<file path="src/rtl/fix_checksum_scheduler.sv">
// fix_checksum_scheduler: arbitrates two checksum producers into one in-order queue for the FIX packet buffer
module fix_checksum_scheduler #(
    parameter int DEPTH = 4,
    parameter int CSUM_WIDTH = 12
) (
    input  logic                    clk,
    input  logic                    reset,
    input  logic                    src0_vld,
    input  logic [CSUM_WIDTH-1:0]   src0_csum,
    output logic                    src0_rdy,
    input  logic                    src1_vld,
    input  logic [CSUM_WIDTH-1:0]   src1_csum,
    output logic                    src1_rdy,
    output logic [CSUM_WIDTH-1:0]   fix_new_checksum,
    output logic                    fix_checksum_vld,
    output logic                    head_src,
    input  logic                    rd_fix,
    output logic [$clog2(DEPTH):0]  occupancy,
    output logic                    err_underflow,
    output logic                    err_overflow
);
    localparam int AW = $clog2(DEPTH);
    logic [CSUM_WIDTH-1:0] csum_mem [DEPTH];
    logic [DEPTH-1:0]      src_mem;
    logic [AW-1:0]         wr_ptr, rd_ptr;
    logic                  last_grant, full, empty, push, pop;
    always_comb begin
        full = occupancy == (AW+1)'(DEPTH);
        empty = occupancy == '0;
        src0_rdy = !reset && !full && src0_vld && (!src1_vld || last_grant);
        src1_rdy = !reset && !full && src1_vld && (!src0_vld || !last_grant);
        push = src0_rdy || src1_rdy;
        pop = rd_fix && !empty;
        fix_checksum_vld = !empty;
        fix_new_checksum = empty ? '0 : csum_mem[rd_ptr];
        head_src = !empty && src_mem[rd_ptr];
    end
    // full is judged on the registered count, so a same-cycle pop never frees a slot early
    always_ff @(posedge clk) begin
        if (reset) begin
            wr_ptr <= '0;
            rd_ptr <= '0;
            occupancy <= '0;
            last_grant <= 1'b1;
            err_underflow <= 1'b0;
            err_overflow <= 1'b0;
        end else begin
            if (push) begin
                csum_mem[wr_ptr] <= src1_rdy ? src1_csum : src0_csum;
                src_mem[wr_ptr] <= src1_rdy;
                wr_ptr <= wr_ptr + 1'b1;
                last_grant <= src1_rdy;
            end
            if (pop) rd_ptr <= rd_ptr + 1'b1;
            if (push != pop) occupancy <= push ? occupancy + 1'b1 : occupancy - 1'b1;
            if (rd_fix && empty) err_underflow <= 1'b1;
            if ((src0_vld || src1_vld) && full) err_overflow <= 1'b1;
        end
    end
endmodule

</file>
<file path="config.mk">
export PLATFORM = sky130hd
export DESIGN_NAME = fix_checksum_scheduler
export DESIGN_NICKNAME = d
export VERILOG_FILES = /design/src/rtl/fix_checksum_scheduler.sv
export SDC_FILE = /design/constraint.sdc
export NUM_CORES = 1
export LEC_CHECK = 0
export BUFFER_PORTS_ARGS = -buffer_cell sky130_fd_sc_hd__buf_2
export CORE_MARGIN = 1.5
export CORE_UTILIZATION = 49
export CTS_CLUSTER_SIZE = 8
export DETAILED_ROUTE_END_ITERATION = 10
export GPL_ROUTABILITY_DRIVEN = 0
export PLACE_DENSITY = 0.85
export SYNTH_ARGS = -nofsm -noshare
export SYNTH_HDL_FRONTEND = slang
export SYNTH_SLANG_ARGS = --single-unit
export TNS_END_PERCENT = 10
</file>
<file path="constraint.sdc">
create_clock -name clk -period 1.9 [get_ports clk]
set_input_delay 0.38 -clock clk [delete_from_list [all_inputs] [get_ports clk]]
set_output_delay 0.38 -clock clk [all_outputs]
set_load 0.02 [all_outputs]
</file>
=== Yosys cells after proc, flatten, opt, wreduce, memory -nomap -nowiden ===
Memory sizes are Yosys's and may differ from the RTL's. A register that Yosys moved wholly into a read port is not among the register bits.
Cells that the tools add are included.

* Mux-type cells: 13
* Equal/unequal tests: 2
* Reductions and logical operators: 22
* Bitwise gates (word level): 1
* Shift operators: 0
* $add $sub $neg: 4
* Multiply operators: 0
* Divide/modulo/power cells: 0
* Magnitude comparators: 3

{| class="wikitable"
|+ Operator list
! operator !! number
|-
| two-way mux 12 bit || 2
|-
| logical AND 1 bit || 10
|-
| zero test 1 bit || 6
|-
| less-than comparator 2 x 3 -> 1 bit, second input constant || 2
|-
| two-way mux 1 bit || 5
|-
| adder 2 x 1 -> 2 bit, second input constant || 2
|-
| bitwise mux 4 bit || 1
|-
| logical OR 1 bit || 4
|-
| two-way mux 2 bit || 2
|-
| adder 3 x 1 -> 3 bit, second input constant || 1
|-
| == test 3 bit, second input constant || 1
|-
| zero test 3 bit || 1
|-
| two-way mux 3 bit || 1
|-
| subtractor 3 x 1 -> 3 bit, second input constant || 1
|-
| binary-select mux 1 bit (select 2 bit) || 1
|-
| demux 1 bit (select 2 bit) || 1
|-
| greater-or-equal comparator 2 x 1 -> 1 bit, second input constant || 1
|-
| AND reduction 2 bit || 1
|-
| != test 1 bit || 1
|-
| NOT 1 bit || 1
|}

* Register bits: 14
* Bits of input ports: 29
* Memories: 1
* Bits in latches: 0
* Output and inout port bits: 21
* Bits in read-only memories: 0
* Bits in writable memories: 48

{| class="wikitable"
|+ Memory list
! name !! depth !! width !! rd ports !! clocked after Yosys merged registers in !! write ports !! RTL line !! text
|-
| csum_mem || 4 || 12 || 1 || 1 || 1 || 23 || <nowiki>logic [CSUM_WIDTH-1:0] csum_mem [DEPTH];</nowiki>
|}

=== Depth between registers and ports, before layout ===
Gate-level depths: netlist of run 1.

* Depth after elaboration: 9
* Depth in mapped cells: 8
* Depth with buffers taken out: 8

=== Least setup slack after synthesis of run 1 ===
Ideal clock, no wire load.

* Path kind: reg-to-reg
* Start: reg occupancy[2]
* End: reg occupancy[2]
* Path slack: -0.276 ns
* Path buffers: 0
* Library setup time: 0.112 ns
* Clock period less this slack: 2.176 ns
* Stages on the path, launching flop included: 9
* Required time: 1.788 ns
* Arrival time: 2.064 ns
* Cell sequence: dfxtp_1 -> nor3b_4 -> nor2_4 -> xnor2_1 -> ha_1 -> o21ai_0 -> nor4b_2 -> a311oi_1 -> a2111oi_1

* Cells in the longest elaborated chain, start to end: 7

{| class="wikitable"
|+ RTL lines
! what !! RTL line !! text
|-
| from (decl) || 18 || <nowiki>output logic [$clog2(DEPTH):0] occupancy,</nowiki>
|-
| from (signal assigned) || 55 || <nowiki>if (push != pop) occupancy <= push ? occupancy + 1'b1 : occupancy - 1'b1;</nowiki>
|-
| == test 3 bit || 28 || <nowiki>full = occupancy == (AW+1)'(DEPTH);</nowiki>
|-
| zero test 1 bit || 30, 31 ||
|-
| logical AND 1 bit || 30, 31 ||
|-
| logical AND 1 bit (on tied branches) (2 in a row) || 30, 31 ||
|-
| logical OR 1 bit || 32 || <nowiki>push = src0_rdy || src1_rdy;</nowiki>
|-
| two-way mux 3 bit or != test 1 bit (tied branches) || 55 ||
|}

Several ways; a longest one is shown, not always the timed one.
A chain may end at the register's enable or synchronous reset.

==> results.md, run 1 <==
- In the synthesized netlist the dominant register cell turns out to be sky130_fd_sc_hd__edfxtp_1.
- The number of antenna diodes in the final layout is 0.
- The maximum vdd drop is ~0.57 mV.
- The number of buffers and inverters on the critical path is 2.
- Dividing the synthesized area by the synthesized cell count gives ~17 um2.
- Ranked by total cell area, the synthesized netlist is headed by sky130_fd_sc_hd__edfxtp_1, sky130_fd_sc_hd__mux4_2, sky130_fd_sc_hd__dfxtp_1.
- For the worst-skew pair, the clock arrives at the later sink with an insertion delay of roughly 0.33 ns.
- On the worst path, the slowest cell contributes a delay of 0.50 ns.
- The areal power density over the cells is approximately 1300 nW/um2.
- The required time reported for the critical path endpoint is 1.52 ns.
- The flow ran to the end, but the final reports show violations.
- Among cell families on the critical path, the largest total delay comes from multiplexers.
- In the final routed layout, each cell accounts on average for between 15 and 20 um.
- After layout, the worst setup slack is -0.138 ns.
- The overall track demand over capacity in global routing is roughly 18%.
- The source of the worst register-to-register timing path is occupancy[0]$_SDFFE_PP0P_.
- The fraction of power consumed by combinational cells is between 40% and 50%.
- In this run the tightest slew margin relative to its limit is about four fifths.
- The die is 77.9 um tall.
- The hold violation count in the final report came to 0.
- Buffers placed on the I/O ports in this run total 49.
- In this run the deepest clock path goes through 2 buffers.
- Timing analysis after detailed placement gives a worst setup slack of -0.199 ns.
- 50 I/O pins were placed.
- The first-pass iteration count of the detailed router is 4.
- The capturing point of the worst reg2reg path is occupancy[2]$_SDFFE_PP0P_.
- The relative area change from synthesis to final layout is 30.4%.
- The worst-case register-to-register setup slack is 0 ns.
- The number of clock buffers inserted by TritonCTS is 9.
- The floorplan step defined a die boundary enclosing roughly 6100 um2.
- Counting cells, the worst reg-to-reg path comes to 8.
- The iteration-0 DRC count of the detailed router is 107.
- The switching share of power is a little under a third.
- After the last flow step, the layout net total stands at 269.
- The largest area contributor in the netlist is sky130_fd_sc_hd__edfxtp_1.
- Ranked by instance count, the synthesized netlist is headed by sky130_fd_sc_hd__edfxtp_1, sky130_fd_sc_hd__and2_1, sky130_fd_sc_hd__mux4_2, sky130_fd_sc_hd__dfxtp_1, sky130_fd_sc_hd__mux2_1.
- The kind of launch point of the worst setup path is a flop.
- The placement row count is 27.
- Detailed placement ended at an HPWL of roughly 3.2 mm.
- The sum of negative setup slack is -1.46 ns.
- The largest fanout on the critical path is 6.
- The worst setup path category is reg2out.
- The H-tree generated during clock tree synthesis spans 3 levels.
- The final hold slack is ~0.38 ns.
- The worst clock skew on the final layout is ~0.0044 ns.
- The number of antenna violations at the first check in global routing is 0.
- The remaining routing DRC violations is 0.
- In this run the power spent charging and discharging nets is between 0.001 and 0.0015 W.
- The wire length after detailed routing is 4.99 mm.
- The count of pins over their slew limit came to 0.
- The checks that failed: negative setup slack.
- The total number of clock tree sinks is 64.
- The final clock period utilization by the worst path is 107%.
- The initial utilization of the core area, before any placement, comes to between 50% and 60%.
- The top cell type by area accounts for between 50% and 60% of the synthesized area.
- In this run the clock root is driven by a sky130_fd_sc_hd__clkbuf_8.
- The cell at the slowest stage of the critical path is sky130_fd_sc_hd__mux4_2.
- The clock power share is 22.7%.
- The synthesized netlist cell count is between 150 and 200.
- The worst setup path is captured at a primary output.
- The number of warnings issued by yosys is 0.
- Setup repair after global routing could not meet its margin everywhere.
- Counting flops with a built-in enable in the synthesized netlist gives 52.
- The fraction of the yosys area taken by sequential cells is 65.6%.
- Clock-pin slew was measured on the worst setup and hold paths at 0.06 ns.
- The internal power is ~0.0033 W.
- Derived from the worst setup path, the maximum achievable clock frequency is ~500 MHz.
- The cell with the most instances after synthesis is sky130_fd_sc_hd__edfxtp_1.
- The floorplan step set the die width to between 70 and 80 um.
- The via count of the first global-routing pass is ~1600.
- The leakage power of the design is approximately 1.4 nW.
- The via density per instance is approximately 5.2.
- The via count is 1633.
- The actual slew at the worst max-slew pin is ~0.30 ns.
- In this run, flip-flops and latches consume about 37% of the power.
- In this run the post-CTS setup repair buffer count came out at 0.
- The signal on the critical path passes through buf_12 > mux4_2 > and2_4 > buf_6.
- The global-route wire length before repair is slightly below 8 mm.
- The clock tree from TritonCTS is built.
- Across the run, the number of max-cap violations was 0.
- The proportion of synthesized flip-flops having asynchronous set or reset is 0%.
- Entering global routing, the biggest net connects 16 pins.
- The number of synthesized register bits is between 60 and 70.
- The most critical setup path has its endpoint at fix_new_checksum[3].
- The total power is 0.00480 W.
- In this run the standard cell core region covers roughly 5500 um2.
- The final number of setup-violating endpoints is 13.
- The total overflow left after global routing is 0.
- In this run the number of cells on the critical path is 4.
- After synthesis the cells add up to 2750 um2.
- Once detail routing completed, the nets flagged for antenna violations numbered 0.
- The path class of the tightest hold or removal check is in2reg.
- The total nets after synthesis is around 200.
- The count of distinct cell types in the synthesized netlist is 34.
- For the finished layout, the period the worst path requires is around 2.0 ns.
- For the worst setup path, the data arrival time is roughly 1.7 ns.
- In the final layout, the share of cells above drive strength 1 is 50.8%.
-- cells in the final DEF, fill, tap and decap left out, drive strengths merged --
cell / count
a2111oi: 1
a211o: 1
a21oi: 3
a311oi: 1
and2: 17
and3: 1
buf: 66
bufinv: 1
clkbuf: 10
clkinv: 4
clkinvlp: 1
dfxtp: 12
edfxtp: 52
ha: 5
inv: 6
mux2: 13
mux2i: 2
mux4: 13
nand2: 3
nand2b: 2
nand3: 2
nor2: 10
nor2b: 1
nor3: 1
nor3b: 2
nor4b: 1
o21ai: 2
o21bai: 1
o31ai: 1
xnor2: 2
xor2: 3
-- worst min-delay path, stage by stage --
cell and delay (ns):
sky130_fd_sc_hd__buf_2 0.14, sky130_fd_sc_hd__a21oi_1 0.08, sky130_fd_sc_hd__nor2_1 0.07
-- cells by family (layout without fill, tap and decap cells) --
family          Yosys count  in the layout  synth area share, %
compound gates           10             10                 2.96
xor+xnor                  5              5                 1.59
fa+ha+maj                 5              5                 2.28
buf+inv                  11             88                 1.69
flops                    64             64                 65.6
mux                      28             28                 16.7
simple gates             40             40                 9.16
-- worst min path at each step --
stage	start	end	slack, ns	depth (start not counted)
finish	rd_fix	err_underflow$_SDFFE_PP0P_	0.38	3
global route	src1_csum[4]	csum_mem[1][4]$_DFFE_PP_	0.41	2
CTS	rd_fix	err_underflow$_SDFFE_PP0P_	0.35	3
detailed placement	err_overflow$_SDFFE_PP0P_	err_overflow$_SDFFE_PP0P_	0.44	2
global placement	err_overflow$_SDFFE_PP0P_	err_overflow$_SDFFE_PP0P_	0.43	2
floorplan	last_grant$_SDFFE_PP1P_	last_grant$_SDFFE_PP1P_	0.46	1
-- state kept, by name, summed over array words and instances (netlist names), named ones only --
signal         flops
rd_ptr             2
wr_ptr             2
err_overflow       1
csum_mem          48
err_underflow      1
last_grant         1
occupancy          3
src_mem            4
-- per-layer routing --
metal | track usage, % | wire length (um)
met2 | 29.4 | 2660
met4 | 10.4 | 101
met5 | 0 | 0
met1 | 22.1 | 2030
met3 | 3.53 | 190
-- power by group through the flow --
| stage | registers, W | logic, W | clock network (W) |
|---|---|---|---|
| floorplan | 0.00186 | 0.000927 | 0 |
| global placement | 0.00179 | 0.00149 | 0 |
| detailed placement | 0.00180 | 0.00151 | 0 |
| CTS | 0.00179 | 0.00176 | 0.00111 |
| global route | 0.00180 | 0.00205 | 0.00117 |
| finish | 0.00179 | 0.00193 | 0.00109 |
-- metrics by stage --
stage	util, %	std cells	cell area, um2
final	65.5	312	3580
after global routing	65.5	312	3580
after CTS	64.5	312	3530
after detailed placement	59.1	295	3230
after global placement	59.1	295	3230
after floorplan	-	163	2750
-- what timing repair did --
action / CTS / global route
pin swaps: 1 / 0
gates cloned: 1 / 0
hold buffers: 0 / 0
gates resized for setup: 29 / 18
endpoints found under the setup margin: 16 / 15
hold endpoints to repair: 0 / 0
-- layout make-up --
type	count	area, um2
multi-input combinational	88	945
tap	72	90.1
timing repair buffer	66	524
inverter	6	22.5
sequential	64	1810
fill	379	1890
clock inverter	6	60.1
clock buffer	10	128
No activity file was read; power rests on OpenSTA's default activity.
==> run 2: changes to the inputs <==
--- a/config.mk
+++ b/config.mk
@@ -5,13 +5,15 @@
 export SDC_FILE = /design/constraint.sdc
 export NUM_CORES = 1
 export LEC_CHECK = 0
+export ABC_AREA = 1
 export BUFFER_PORTS_ARGS = -buffer_cell sky130_fd_sc_hd__buf_2
 export CORE_MARGIN = 1.5
-export CORE_UTILIZATION = 49
+export CORE_UTILIZATION = 52
+export CTS_BUF_LIST = sky130_fd_sc_hd__clkbuf_4
 export CTS_CLUSTER_SIZE = 8
 export DETAILED_ROUTE_END_ITERATION = 10
 export GPL_ROUTABILITY_DRIVEN = 0
-export PLACE_DENSITY = 0.85
+export PLACE_DENSITY = 0.89
 export SYNTH_ARGS = -nofsm -noshare
 export SYNTH_HDL_FRONTEND = slang
 export SYNTH_SLANG_ARGS = --single-unit
==> run 2 against run 1 <==
The run still ends with negative setup slack left. Hold slack lost 0.25 ns. Cell area is 3.9% lower. First-iteration DRC count up 59%. Synthesized cell count up 74%. Via count rose by 37%. Count of clock-buffer cells in the layout up 2. Critical path type unchanged.
==> results.md, run 2 <==
- The number of antenna violations at the first check in global routing is 0 (unchanged).
- The synthesized netlist cell count is 284 (was 163).
- The most instantiated flip-flop cell in the synthesis netlist is sky130_fd_sc_hd__edfxtp_1 (unchanged).
- The number of flip-flops under the largest register name is 48 (unchanged).
- The worst setup path category is reg2out (unchanged).
- The total power is 0.00480 W (about the same).
- The clock edge transition at the registers on the reported setup and hold paths came to 0.11 ns (was 0.06 ns).
- The via count came to 2230 (was 1633).
- The final clock period utilization by the worst path is 103% (was 107%).
- The number of inserted filler cells in the final layout was 380 (was 379).
- The total of hold buffers inserted after clock tree synthesis came to 0 (unchanged).
- Leading cell types in the layout, fill and taps excluded: sky130_fd_sc_hd__nor2_1, sky130_fd_sc_hd__edfxtp_1, sky130_fd_sc_hd__nand2_1, sky130_fd_sc_hd__buf_2, sky130_fd_sc_hd__o21ai_0 (was sky130_fd_sc_hd__edfxtp_1, sky130_fd_sc_hd__buf_2, sky130_fd_sc_hd__mux4_2, sky130_fd_sc_hd__buf_6).
- The arrival time at the worst endpoint is 1.58 ns (was 1.66 ns).
- The total cell area at the placement stage is 3180 um2 (was 3230 um2).
- The half-perimeter wire length of the detailed placement result is 4.41 mm (was 3.19 mm).
- The largest fanout on the critical path is 6 (unchanged).
- Top post-synthesis cells by count: sky130_fd_sc_hd__nor2_1, sky130_fd_sc_hd__edfxtp_1, sky130_fd_sc_hd__nand2_1, sky130_fd_sc_hd__o21ai_0, sky130_fd_sc_hd__inv_1 (was sky130_fd_sc_hd__edfxtp_1, sky130_fd_sc_hd__and2_1, sky130_fd_sc_hd__mux4_2, sky130_fd_sc_hd__dfxtp_1, sky130_fd_sc_hd__mux2_1).
- The iteration-0 DRC count of the detailed router came to 170 (was 107).
- The count of pins over their slew limit is 0 (unchanged).
- The number of synthesized register bits came to 64 (unchanged).
- The via density per instance is 5.28 (was 5.23).
- The cell area after synthesis was 2810 um2 (was 2750 um2).
- The antenna diode instance count is 0 (unchanged).
- The proportion of synthesized flip-flops having asynchronous set or reset was 0% (unchanged).
- The class of the most critical hold timing path was in2reg (unchanged).
- The areal power density over the cells is 1390 nW/um2 (was 1340 nW/um2).
- The number of buffer cells added on primary ports is 49 (unchanged).
- The average wire length per cell after detail routing was 15.5 um (was 16.0 um).
- Largest registers in the final layout: csum_mem x48, src_mem x4, occupancy x3 (unchanged).
- The clock tree from TritonCTS is built (unchanged).
- The total congestion overflow is 0 (unchanged).
- The kind of launch point of the worst setup path is a flop (unchanged).
- The worst clock skew on the final layout was 0.0119 ns (was 0.00440 ns).
- The maximum number of pins on one net before global-route repair came to 25 (was 16).
- The cell at the slowest stage of the critical path is sky130_fd_sc_hd__dfxtp_4 (was sky130_fd_sc_hd__mux4_2).
- The clock period minus worst slack is 1.96 ns (was 2.04 ns).
- The cell with the most instances after synthesis is sky130_fd_sc_hd__nor2_1 (was sky130_fd_sc_hd__edfxtp_1).
- The max-cap violation count is 0 (unchanged).
- The sum of negative setup slack was -0.180 ns (was -1.46 ns).
- Setup repair after global routing missed its margin: true (unchanged).
- The worst slack at placement was 0.137 ns (was -0.199 ns).
- The most common cell after layout, fill and taps aside was sky130_fd_sc_hd__nor2_1 (was sky130_fd_sc_hd__edfxtp_1).
- The buffer cell driving the clock tree root is sky130_fd_sc_hd__clkbuf_4 (was sky130_fd_sc_hd__clkbuf_8).
- The post-route worst setup slack came to -0.0582 ns (was -0.138 ns).
- The count of antenna-violating nets left after detailed routing came to 0 (unchanged).
- The placement row count came to 26 (was 27).
- The worst slew margin relative to its limit is 82.0% (was 80.3%).
- The portion of synthesized cell area occupied by the leading cell type is 55.6% (was 56.9%).
- The core region area came to 5170 um2 (was 5470 um2).
- The actual slew at the worst max-slew pin was 0.268 ns (was 0.295 ns).
- The clock insertion delay at the later pin of the skew report is 0.40 ns (was 0.33 ns).
- The overall track demand over capacity in global routing came to 24.1% (was 18.0%).
- The hold violation count in the final report is 0 (unchanged).
- The design area came to 3440 um2 (was 3580 um2).
- The number of warnings issued by yosys was 0 (unchanged).
- The required time reported for the critical path endpoint is 1.52 ns (about the same).
- The buffer depth of the longest clock path is 2 (unchanged).
- The maximum vdd drop is 0.632 mV (was 0.574 mV).
- The final number of setup-violating endpoints came to 8 (was 13).
- The leakage power of the design was 1.44 nW (was 1.36 nW).
- The remaining routing DRC violations came to 0 (unchanged).
- The effective utilization at floorplan is 54.3% (was 50.2%).
- The level count of the clock H-tree was 3 (unchanged).
- The via count of the first global-routing pass is 2267 (was 1588).
- The number of I/O pins is 50 (unchanged).
- The endpoint class of the critical path is a primary output (unchanged).
- The delay of the slowest cell on the worst path is 0.40 ns (was 0.50 ns).
- The height of the die is 76.5 um (was 77.9 um).
- The final core area utilization is 66.5% (was 65.5%).
- The fraction of the yosys area taken by sequential cells is 64.1% (was 65.6%).
- The number of clock buffers inserted by TritonCTS was 9 (unchanged).
- The total nets after synthesis is 318 (was 197).
- Violated checks: negative setup slack (unchanged).
- The largest area contributor in the netlist was sky130_fd_sc_hd__edfxtp_1 (unchanged).
- Largest cells by area after synthesis: sky130_fd_sc_hd__edfxtp_1, sky130_fd_sc_hd__dfxtp_1, sky130_fd_sc_hd__nor2_1 (was sky130_fd_sc_hd__edfxtp_1, sky130_fd_sc_hd__mux4_2, sky130_fd_sc_hd__dfxtp_1).
- The global-route wire length before repair came to 10.6 mm (was 7.81 mm).
- Result of the run: complete, but fails checks (unchanged).
- The number of flops mapped to enable cells by yosys is 52 (unchanged).
- The register ranked first by flip-flop count is csum_mem (unchanged).
- The relative area change from synthesis to final layout is 22.5% (was 30.4%).
- The ratio of cells with drive above 1 in the final layout is 29.5% (was 50.8%).
- The average cell area after synthesis is 9.90 um2 (was 16.8 um2).
- The number of nets at the end of the flow is 381 (was 269).
- The wire length after detailed routing is 6.55 mm (was 4.99 mm).
- The total number of clock tree sinks is 64 (unchanged).
- The peak clock frequency supported by timing is 511 MHz (was 491 MHz).
- Cells along the critical path: clkinvlp_4 > nor2_2 > o21ai_0 > a21oi_1 > buf_4 (was buf_12 > mux4_2 > and2_4 > buf_6).
- The first-pass iteration count of the detailed router came to 5 (was 4).
- The count of distinct cell types in the synthesized netlist is 22 (was 34).
- The width of the chip is 76.5 um (was 77.9 um).
- The total die area is 5850 um2 (was 6060 um2).
[run 2: final cells by class]
class	count	area, um2	area share, %
clock buffers	12	90.1	2.62
clock inverters	4	68.8	2.00
inverters	25	103	2.98
multi-input cells	184	886	25.7
flip-flops and latches	64	1810	52.7
well taps	70	87.6	2.54
repair buffers	62	387	11.2
repair inverters	1	7.51	0.218
[run 2: power by group]
group / internal, W / leakage, nW / switching (W)
Clock: 0.000573 / 0.0890 / 0.000467
Sequential: 0.00174 / 0.577 / 0.000122
Combinational: 0.000665 / 0.778 / 0.00123
Total: 0.00298 / 1.44 / 0.00182
[run 2: critical path: cells and delay by family (launching register included)]
family,cells,cell delay (ns)
simple gates,1,0.14
buf+inv,2,0.36
compound gates,2,0.27
flops,1,0.40
[run 2: routing by layer]
metal,GRT usage [%],wire (um),up-vias
met5,0,0,-
met4,14.4,212,0
met3,4.31,445,26
met2,42.3,3340,92
met1,27.4,2550,1041
li1,-,-,1071
[run 2: worst paths after layout]
| kind | slack [ns] | endpoint | cells after the start | start |
|---|---|---|---|---|
| setup / recovery | -0.06 | fix_new_checksum[9] | 5 | flop |
| hold / removal | 0.13 | occupancy[1]$_SDFFE_PP0P_ | 2 | reset |
| hold reg to reg | 0.47 | err_overflow$_SDFFE_PP0P_ | 1 | err_overflow$_SDFFE_PP0P_ |
| setup reg to reg | 0.21 | src_mem[1]$_DFFE_PP_ | 7 | occupancy[0]$_SDFFE_PP0P_ |
[run 2: cell families after synthesis]
| family | Yosys count | share of synthesized area [%] |
|---|---|---|
| adder cells (fa/ha/maj) | 5 | 2.23 |
| flip-flops | 64 | 64.1 |
| AND/OR/NAND/NOR | 122 | 17.5 |
| AO/OA/AOI/OAI | 57 | 11.0 |
| buffers and inverters | 36 | 5.16 |
[run 2: through the flow]
stage          instances  hold WS [ns]
2_1_floorplan        284         0.449
3_3_place_gp         404         0.443
3_5_place_dp         404         0.454
4_1_cts              422         0.111
5_1_grt              422         0.125
6_report             422         0.135
[run 2: timing repair]
action,CTS,global route
setup endpoints to repair,14,14
gates cloned,2,0
resized for setup,23,16
setup buffers,0,0
pin swaps,5,10
